[src/rtl/alarm_pkg.sv]
// Shared types and default timing constants for the alarm ring path.
package alarm_pkg;

    typedef enum logic [1:0] {
        IDLE   = 2'd0,
        RING   = 2'd1,
        SNOOZE = 2'd2
    } alarm_state_t;

    localparam int unsigned SNOOZE_MIN_DEF = 32'd5;
    localparam int unsigned RING_MAX_DEF   = 32'd10;
    localparam int unsigned BEEP_HALF_DEF  = 32'd4;
    localparam int unsigned MAX_SNOOZE_DEF = 32'd3;

endpackage

[src/rtl/alarm_ring_controller_beep_gen.sv]
// Buzzer cadence divider: phase starts high on restart and toggles every BEEP_HALF
// enabled cycles; it is held low whenever the divider is not enabled.
module beep_gen
    import alarm_pkg::*;
#(
    parameter int unsigned BEEP_HALF = BEEP_HALF_DEF
) (
    input  logic clk,
    input  logic rst_n,
    input  logic restart,
    input  logic enable,
    output logic phase
);

    localparam int unsigned CW = $clog2(BEEP_HALF + 32'd1);
    localparam logic [CW-1:0] CNT_LAST = CW'(BEEP_HALF - 32'd1);
    localparam logic [CW-1:0] CNT_ONE  = CW'(32'd1);

    logic [CW-1:0] cnt_r;
    logic          phase_r;

    // Half-period counter and phase flip-flop
    always_ff @(posedge clk or negedge rst_n) begin
        if (!rst_n) begin
            cnt_r   <= {CW{1'b0}};
            phase_r <= 1'b0;
        end else if (restart) begin
            cnt_r   <= {CW{1'b0}};
            phase_r <= 1'b1;
        end else if (enable) begin
            if (cnt_r == CNT_LAST) begin
                cnt_r   <= {CW{1'b0}};
                phase_r <= ~phase_r;
            end else begin
                cnt_r   <= cnt_r + CNT_ONE;
            end
        end else begin
            cnt_r   <= {CW{1'b0}};
            phase_r <= 1'b0;
        end
    end

    assign phase = phase_r;

endmodule

[src/rtl/alarm_ring_controller.sv]
// Alarm ring FSM: AA rising edge -> RING, snooze/stop buttons, minute-based snooze and ring timeout.
// Optional macro ALARM_SNOOZE_LIMIT_EN caps snoozes per alarm event at MAX_SNOOZE.
module alarm_ring_controller
    import alarm_pkg::*;
#(
    parameter int unsigned SNOOZE_MIN = SNOOZE_MIN_DEF,
    parameter int unsigned RING_MAX   = RING_MAX_DEF,
    parameter int unsigned BEEP_HALF  = BEEP_HALF_DEF,
    parameter int unsigned MAX_SNOOZE = MAX_SNOOZE_DEF
) (
    input  logic CLK,
    input  logic RST_N,
    input  logic AA,
    input  logic EN,
    input  logic MIN_TICK,
    input  logic SN,
    input  logic ST,
    output logic BZ,
    output logic RINGING,
    output logic SNOOZING,
    output logic MISSED
);

    localparam int unsigned RMW = $clog2(RING_MAX + 32'd1);
    localparam int unsigned SMW = $clog2(SNOOZE_MIN + 32'd1);
    localparam logic [RMW-1:0] RING_LAST = RMW'(RING_MAX - 32'd1);
    localparam logic [RMW-1:0] RING_SAT  = RMW'(RING_MAX);
    localparam logic [RMW-1:0] RING_ONE  = RMW'(32'd1);
    localparam logic [SMW-1:0] SNZ_LAST  = SMW'(SNOOZE_MIN - 32'd1);
    localparam logic [SMW-1:0] SNZ_SAT   = SMW'(SNOOZE_MIN);
    localparam logic [SMW-1:0] SNZ_ONE   = SMW'(32'd1);

    alarm_state_t   state_r, state_s;
    logic [RMW-1:0] ring_min_r, ring_min_s;
    logic [SMW-1:0] snz_min_r, snz_min_s;
    logic           aa_q_r;
    logic           rise_s;
    logic           sn_ok_s;
    logic           missed_s;
    logic           beep_restart_s;
    logic           beep_enable_s;
    logic           ringing_r, snoozing_r, missed_r;

`ifdef ALARM_SNOOZE_LIMIT_EN
    localparam int unsigned CW = $clog2(MAX_SNOOZE + 32'd1);
    localparam logic [CW-1:0] SNZ_CNT_MAX = CW'(MAX_SNOOZE);
    localparam logic [CW-1:0] SNZ_CNT_ONE = CW'(32'd1);
    logic [CW-1:0] snz_cnt_r, snz_cnt_s;

    assign sn_ok_s = (snz_cnt_r != SNZ_CNT_MAX);
`else
    // Unlimited snoozes; MAX_SNOOZE only matters in the limited build.
    if (MAX_SNOOZE == 32'd0) begin : g_max_snooze_unused
    end
    assign sn_ok_s = 1'b1;
`endif

    assign rise_s = AA & ~aa_q_r;

    // Next-state, counter updates and timeout pulse
    always_comb begin
        state_s    = state_r;
        ring_min_s = ring_min_r;
        snz_min_s  = snz_min_r;
        missed_s   = 1'b0;
`ifdef ALARM_SNOOZE_LIMIT_EN
        snz_cnt_s  = snz_cnt_r;
`endif
        case (state_r)
            IDLE: begin
                if (rise_s && EN) begin
                    state_s    = RING;
                    ring_min_s = {RMW{1'b0}};
                    snz_min_s  = {SMW{1'b0}};
`ifdef ALARM_SNOOZE_LIMIT_EN
                    snz_cnt_s  = {CW{1'b0}};
`endif
                end else begin
                    state_s = IDLE;
                end
            end
            RING: begin
                if (!EN || ST) begin
                    state_s = IDLE;
                end else if (SN && sn_ok_s) begin
                    state_s   = SNOOZE;
                    snz_min_s = {SMW{1'b0}};
`ifdef ALARM_SNOOZE_LIMIT_EN
                    if (snz_cnt_r != SNZ_CNT_MAX) begin
                        snz_cnt_s = snz_cnt_r + SNZ_CNT_ONE;
                    end else begin
                        snz_cnt_s = snz_cnt_r;
                    end
`endif
                end else if (MIN_TICK) begin
                    if (ring_min_r == RING_LAST) begin
                        state_s  = IDLE;
                        missed_s = 1'b1;
                    end else if (ring_min_r != RING_SAT) begin
                        ring_min_s = ring_min_r + RING_ONE;
                    end else begin
                        ring_min_s = ring_min_r;
                    end
                end else begin
                    state_s = RING;
                end
            end
            SNOOZE: begin
                if (!EN || ST) begin
                    state_s = IDLE;
                end else if (MIN_TICK) begin
                    if (snz_min_r == SNZ_LAST) begin
                        state_s    = RING;
                        ring_min_s = {RMW{1'b0}};
                    end else if (snz_min_r != SNZ_SAT) begin
                        snz_min_s = snz_min_r + SNZ_ONE;
                    end else begin
                        snz_min_s = snz_min_r;
                    end
                end else begin
                    state_s = SNOOZE;
                end
            end
            default: begin
                state_s = IDLE;
            end
        endcase
    end

    // Restart cadence on every entry into RING so the buzzer always opens high
    assign beep_restart_s = (state_s == RING) && (state_r != RING);
    assign beep_enable_s  = (state_s == RING);

    // State, counters, edge-detect history and registered status outputs
    always_ff @(posedge CLK or negedge RST_N) begin
        if (!RST_N) begin
            state_r    <= IDLE;
            ring_min_r <= {RMW{1'b0}};
            snz_min_r  <= {SMW{1'b0}};
            aa_q_r     <= 1'b0;
            ringing_r  <= 1'b0;
            snoozing_r <= 1'b0;
            missed_r   <= 1'b0;
`ifdef ALARM_SNOOZE_LIMIT_EN
            snz_cnt_r  <= {CW{1'b0}};
`endif
        end else begin
            state_r    <= state_s;
            ring_min_r <= ring_min_s;
            snz_min_r  <= snz_min_s;
            aa_q_r     <= AA;
            ringing_r  <= (state_s == RING);
            snoozing_r <= (state_s == SNOOZE);
            missed_r   <= missed_s;
`ifdef ALARM_SNOOZE_LIMIT_EN
            snz_cnt_r  <= snz_cnt_s;
`endif
        end
    end

    beep_gen #(
        .BEEP_HALF (BEEP_HALF)
    ) u_beep_gen (
        .clk     (CLK),
        .rst_n   (RST_N),
        .restart (beep_restart_s),
        .enable  (beep_enable_s),
        .phase   (BZ)
    );

    assign RINGING  = ringing_r;
    assign SNOOZING = snoozing_r;
    assign MISSED   = missed_r;

endmodule

[config.mk]
export PLATFORM = sky130hd
export DESIGN_NAME = alarm_ring_controller
export DESIGN_NICKNAME = d
export VERILOG_FILES = /design/src/rtl/alarm_pkg.sv /design/src/rtl/alarm_ring_controller_beep_gen.sv /design/src/rtl/alarm_ring_controller.sv
export SDC_FILE = /design/constraint.sdc
export NUM_CORES = 1
export LEC_CHECK = 0
export ABC_AREA = 1
export BUFFER_PORTS_ARGS = -buffer_cell sky130_fd_sc_hd__buf_2
export CORE_ASPECT_RATIO = 0.75
export CORE_MARGIN = 3
export CORE_UTILIZATION = 40
export CTS_CLUSTER_DIAMETER = 80
export DETAILED_ROUTE_END_ITERATION = 10
export PLACE_DENSITY = 0.55
export RECOVER_POWER = 50
export SLEW_MARGIN = 20
export SYNTH_ARGS = -nofsm -noshare
export SYNTH_HDL_FRONTEND = slang
export SYNTH_SLANG_ARGS = --single-unit
[constraint.sdc]
create_clock -name CLK -period 1.7 [get_ports CLK]
set_input_delay 0.17 -clock CLK [delete_from_list [all_inputs] [get_ports CLK]]
set_output_delay 0.17 -clock CLK [all_outputs]
set_load 0.05 [all_outputs]
==> After elaboration in Yosys (flattened, before gate mapping) <==
Index checks and enable logic that the tools add are counted.
{ "classes": {"div": 0, "reduce_logical": 8, "n_mul": 0, "n_mux": 38, "bitwise_logic": 3, "eq_ne": 23, "shifts": 0, "n_lt_le_gt_ge": 0, "add_sub_neg": 3} }
{ "op_table": {"columns": ["operator", "n"], "rows": [
  ["$mux 4", 9],
  ["$mux 3", 10],
  ["$ne 2x2->1 const B", 12],
  ["$mux 2", 7],
  ["$pmux 4 s3", 1],
  ["$reduce_and 10->1", 1],
  ["$mux 1", 9],
  ["$pmux 3 s3", 1],
  ["$reduce_and 8->1", 1],
  ["$add 3x1->3 const B", 2],
  ["$pmux 2 s3", 1],
  ["$add 4x1->4 const B", 1],
  ["$eq 2x1->1 const B", 2],
  ["$eq 2x2->1 const B", 2],
  ["$eq 4x4->1 const B", 1],
  ["$ne 4x4->1 const B", 1],
  ["$eq 3x2->1 const B", 1],
  ["$eq 3x3->1 const B", 1],
  ["$ne 3x2->1 const B", 1],
  ["$ne 3x3->1 const B", 1],
  ["$reduce_bool 3->1", 1],
  ["$logic_and 1x1->1", 2],
  ["$logic_not 2->1", 1],
  ["$ne 2x1->1 const B", 1],
  ["other kinds (4)", 5]
]} }
{ "totals": {"memories": 0, "inputBits": 7, "latchBits": 0, "rom_bits": 0, "word_cells": 84, "reg_bits": 17, "out_inout_bits": 4, "ramBits": 0} }

==> Logic depth before layout (Yosys ltp) <==
{ "logic_depth": {"ltp_word": 9, "depth_mapped": 10, "mapped_depth_nobuf": 10} }

==> Modules after synthesis <==
Synthesis repeated with hierarchy kept, for this count alone.
{ "unflattened": {"hier_cells": 136, "area_unflattened_um2": 1038.5} }
{ "modules_own_cells": {"columns": ["module", "seq_area_each_um2", "area_per_inst_um2", "cells_each", "instances"], "rows": [
  ["alarm_ring_controller", 325.3, 855.8, 114, 1],
  ["beep_gen", 100.1, 182.7, 22, 1]
]} }

==> Worst setup path before layout <==
OpenSTA, ideal clock, no wires.
{ "synth_path": {"path_kind": "register -> register", "startpoint": "register ring_min_r[0]", "endpoint": "register ring_min_r[2]", "path_stages_with_launch": 11, "setup_slack_ns": 0.440, "synth_period_minus_slack_ns": 1.260, "setup_time_ns": 0.118, "arrival_time_ns": 1.142, "n_path_buf": 0, "required_time_ns": 1.582, "cell_sequence": "dfrtp_1 > inv_1 > ha_1 > inv_1 > nand2_1 > nand2_1 > nand2_1 > nand2_1 > nand3_2 > nand2_1 > nand2_1"} }
{ "synth_via": {"elab_chain_cells": 7, "word_cells_on_any_way": 12, "cone_classes": "1 x add/sub; 4 x eq/ne; 6 x mux; 1 x reduce/logical"} }
{ "synth_lines": {"columns": ["item", "line", "text"], "rows": [
  ["start, declared", "alarm_ring_controller.sv:34", "logic [RMW-1:0] ring_min_r, ring_min_s;"],
  ["start signal, assigned", "alarm_ring_controller.sv:138", "ring_min_r <= {RMW{1'b0}};"],
  ["start signal, assigned", "alarm_ring_controller.sv:149", "ring_min_r <= ring_min_s;"],
  ["$add 4x1->4", "alarm_ring_controller.sv:100", "ring_min_s = ring_min_r + RING_ONE;"],
  ["$mux 4", "alarm_ring_controller.sv:99", "end else if (ring_min_r != RING_SAT) begin"],
  ["$mux 4", "alarm_ring_controller.sv:96", "if (ring_min_r == RING_LAST) begin"],
  ["$mux 4", "alarm_ring_controller.sv:95", "end else if (MIN_TICK) begin"],
  ["$mux 4", "alarm_ring_controller.sv:85", "end else if (SN && sn_ok_s) begin"],
  ["$mux 4", "alarm_ring_controller.sv:83", "if (!EN || ST) begin"],
  ["$pmux 4 s3", "alarm_ring_controller.sv:69", "case (state_r)"]
]} }
Parallel ways exist; a longest one is shown, timed or not. The select of a mux whose other input is x is not followed.
A chain may end at the register's enable or synchronous reset.

==> Final worst setup path <==
{ "layout_path": {"startpoint": "register ring_min_r[0]", "endpoint": "register ring_min_r[3]"} }
Same word-level chain as after synthesis.

==> reports/results.ini <==
[outcome]
status=complete, no violations

[synth]
syn_inst=127
ys_seq_elements=17
synth_area_leader_cell=dfrtp_1
synth_ff_type=dfrtp_1
postSynthAreaPerCell_sq_um=7.88
synth_common_cells=35 x nand2_1, 20 x inv_1, 17 x dfrtp_1, 16 x nor2_1, 8 x nand4_1
yosysSeqAreaShare_pct=42.5
syn_area_sq_um=1000
synth-async-reset-ratio_pct=100
yosys.cell_types.count=17
yosys.area.top_type_share_pct=42.5
synth_nets=141
yosys.cell_count.top_type=nand2_1
synth_area_leaders=dfrtp_1 43%, nand2_1 13%, ha_1 8.8%
synth-warning-count=0
synth-edff-count=0

[timing]
skew_ns=0.00127
setup_tns_ns=0
min_period_ns=1.46
worstMarginPinSlew_ns=0.916
fmax_mhz=687
setup_viol_count_final=0
period_share_pct=85.7
report.final.slew_viol_count=0
rsz0062_at_grt=no
relSlewSlack_pct=38.9
finalHoldViolCount=0

[grt]
top_usage_layer=met1
grtUsageTotal_pct=14.2
met3_usage_pct=4.84
grt_pass1_wl_microns=3420
grt-ovfl-total=0
grtUsageMet2_pct=19.2
grt_max_degree=18
antenna_found_initial=0
grt_pass1_vias=752
use_met1_pct=20.2

[critical_path]
regToRegStartpoint=ring_min_r[0]$_DFFE_PN0P_
critPathTopFamily=simple AND/OR/NAND/NOR gates
cp-startpoint=ring_min_r[0]$_DFFE_PN0P_
cp_num_buf_inv=2
rr_endpoint=ring_min_r[3]$_DFFE_PN0P_
critical_path_required_ns=1.89
cpPeakStageDelay_ns=0.49
endpoint_kind=flip-flop
rrSetupSlack_ns=0.24
crit_arrival_ns=1.65
crit_fanout=7
path_cells=inv_1, ha_1, inv_1, nand2_1, nand2_1, nand2_1, nand2_1, nand3_2, nand2_1, nand2_1
worstSetupPathType=reg2reg
rr_worst_depth=10
slowest_stage=dfrtp_1
start_kind=flip-flop
cp_common_cell=nand2_1

[clocking]
htree_num_levels=1
numCtsBuffers=3
insertion_delay_ns=0.29
cts-root-buf=clkbuf_4
clk_path_buf_depth=2
clock-sinks=17
cts_tree=yes
post_cts_resized=0
clk_pin_slew_ns=0.10

[placement]
placedCellCount=171
gp_congestion=0.789
io_buffer_count=10
post-dp-hpwl_microns=1460

[power]
p_sw_share_pct=27.8
power_uw=735
p_leak_uw=0.000609
peakVddDrop_uv=364
p_per_area_nw_per_um2=646
clockPowerShare_pct=29.5
p_seq_share_pct=58.1
intPower_uw=531
switchingPower_uw=204
share_comb_of_total_power_pct=12.4

[detailed_routing]
drtAntennaViolNets=0
vias=792
drt_pass1_iterations=4
routed_wl_microns=1860
drt_iter0_drc=27
route.detailed.drc=0
viasPerCell=4.47
wl_per_cell_microns=10.5

[floorplan]
rows=15
initial_utilization_pct=42.7
die_area_sq_um=3140
boundaryPins=11
die_w_microns=63.8
die_y_microns=49.3
core_area_sq_um=2350

[finish]
antenna_cells=0
drive_above_1_share_pct=16.8
fin_cells=177
area_delta_synth_final_pct=13.7
nets=158

[worst_hold_path]
whs_path_depth=3
hold_end=state_r[1]$_DFF_PN0_
hold_path.class=in2reg
hold_start=SN

[run]
cap_viol_max_count=0

-- how the worst max path moves through the flow --
stage	cells after the start	slack, ns	endpoint
detailed placement	10	0.26	ring_min_r[0]$_DFFE_PN0P_
global placement	10	0.31	ring_min_r[2]$_DFFE_PN0P_
floorplan	10	0.44	ring_min_r[2]$_DFFE_PN0P_
finish	10	0.24	ring_min_r[3]$_DFFE_PN0P_
CTS	10	0.25	ring_min_r[3]$_DFFE_PN0P_
global route	10	0.06	ring_min_r[1]$_DFFE_PN0P_
-- per-stage QoR --
step | instance area, sq um | hold WS [ns] | util, % | setup WS [ns]
after detailed placement | 1090 | 0.123 | 46.6 | 0.255
after CTS | 1140 | 0.130 | 48.6 | 0.250
after global placement | 1090 | 0.114 | 46.6 | 0.308
after floorplan | 1000 | -0.126 | - | 0.440
final | 1140 | 0.144 | 48.5 | 0.244
after global routing | 1140 | 0.135 | 48.5 | 0.0614
-- placed cells by master, fill, tap and decap left out --
cell and n:
nand2_2 1, nand4_1 8, nand2_4 1, nor2_2 2, nand3_2 3, inv_2 2
clkbuf_1 2, nand2_1 35, a21oi_1 3, inv_1 20, nor2_4 2, o21ai_0 2
nand3_1 4, ha_1 7, buf_2 8, clkinv_2 1, nor3_2 1, dfrtp_1 17
clkbuf_4 3, nor2_1 16, dlygate4sd3_1 2, xnor2_1 3
-- metal layers --
layer  vias up  part of all wire (%)
li1        427                     -
met1       344                    53
met2        16                    40
met3         5                   4.9
met4         0                   1.8
met5         -                     0
-- what timing repair did --
item / 4_1_cts / 5_1_grt
hold endpoints to repair: 18 / 0
hold buffers: 2 / 0
buffers inserted: 0 / 0
-- power groups by stage --
stage,registers [uW],logic (uW),clock network (uW)
finish,427,91.2,217
global route,430,105,253
CTS,427,93.4,234
detailed placement,435,89.4,0
global placement,435,87.9,0
floorplan,442,50.0,0
-- cell families after synthesis --
logic type	synth area share [%]
fa+ha+maj	8.75
compound gates	2.50
buf+inv	8.25
flops	42.5
xor+xnor	2.63
simple gates	35.4
-- sequential cells by signal, indices dropped and copies added (netlist names) --
register,cells
MISSED,1
RINGING,1
SNOOZING,1
aa_q_r,1
ring_min_r,4
snz_min_r,3
state_r,2
u_beep_gen.cnt_r,3
u_beep_gen.phase,1
-- worst register-to-register path: stages (launching register included) --
cell and delay [ns]:
dfrtp_1 0.49, inv_1 0.07, ha_1 0.20, inv_1 0.05
nand2_1 0.04, nand2_1 0.05, nand2_1 0.04, nand2_1 0.15
nand3_2 0.13, nand2_1 0.08, nand2_1 0.05
-- final cells by class --
cell class	instances	area [sq um]
clock inverter	1	5.00
inverter	22	82.6
tap	34	42.5
timing repair buffer	12	67.6
sequential	17	425
multi-input combinational	88	493
clock buffer	3	22.5
fill	240	1210
Note: power is estimated with default switching activity, not from simulation.
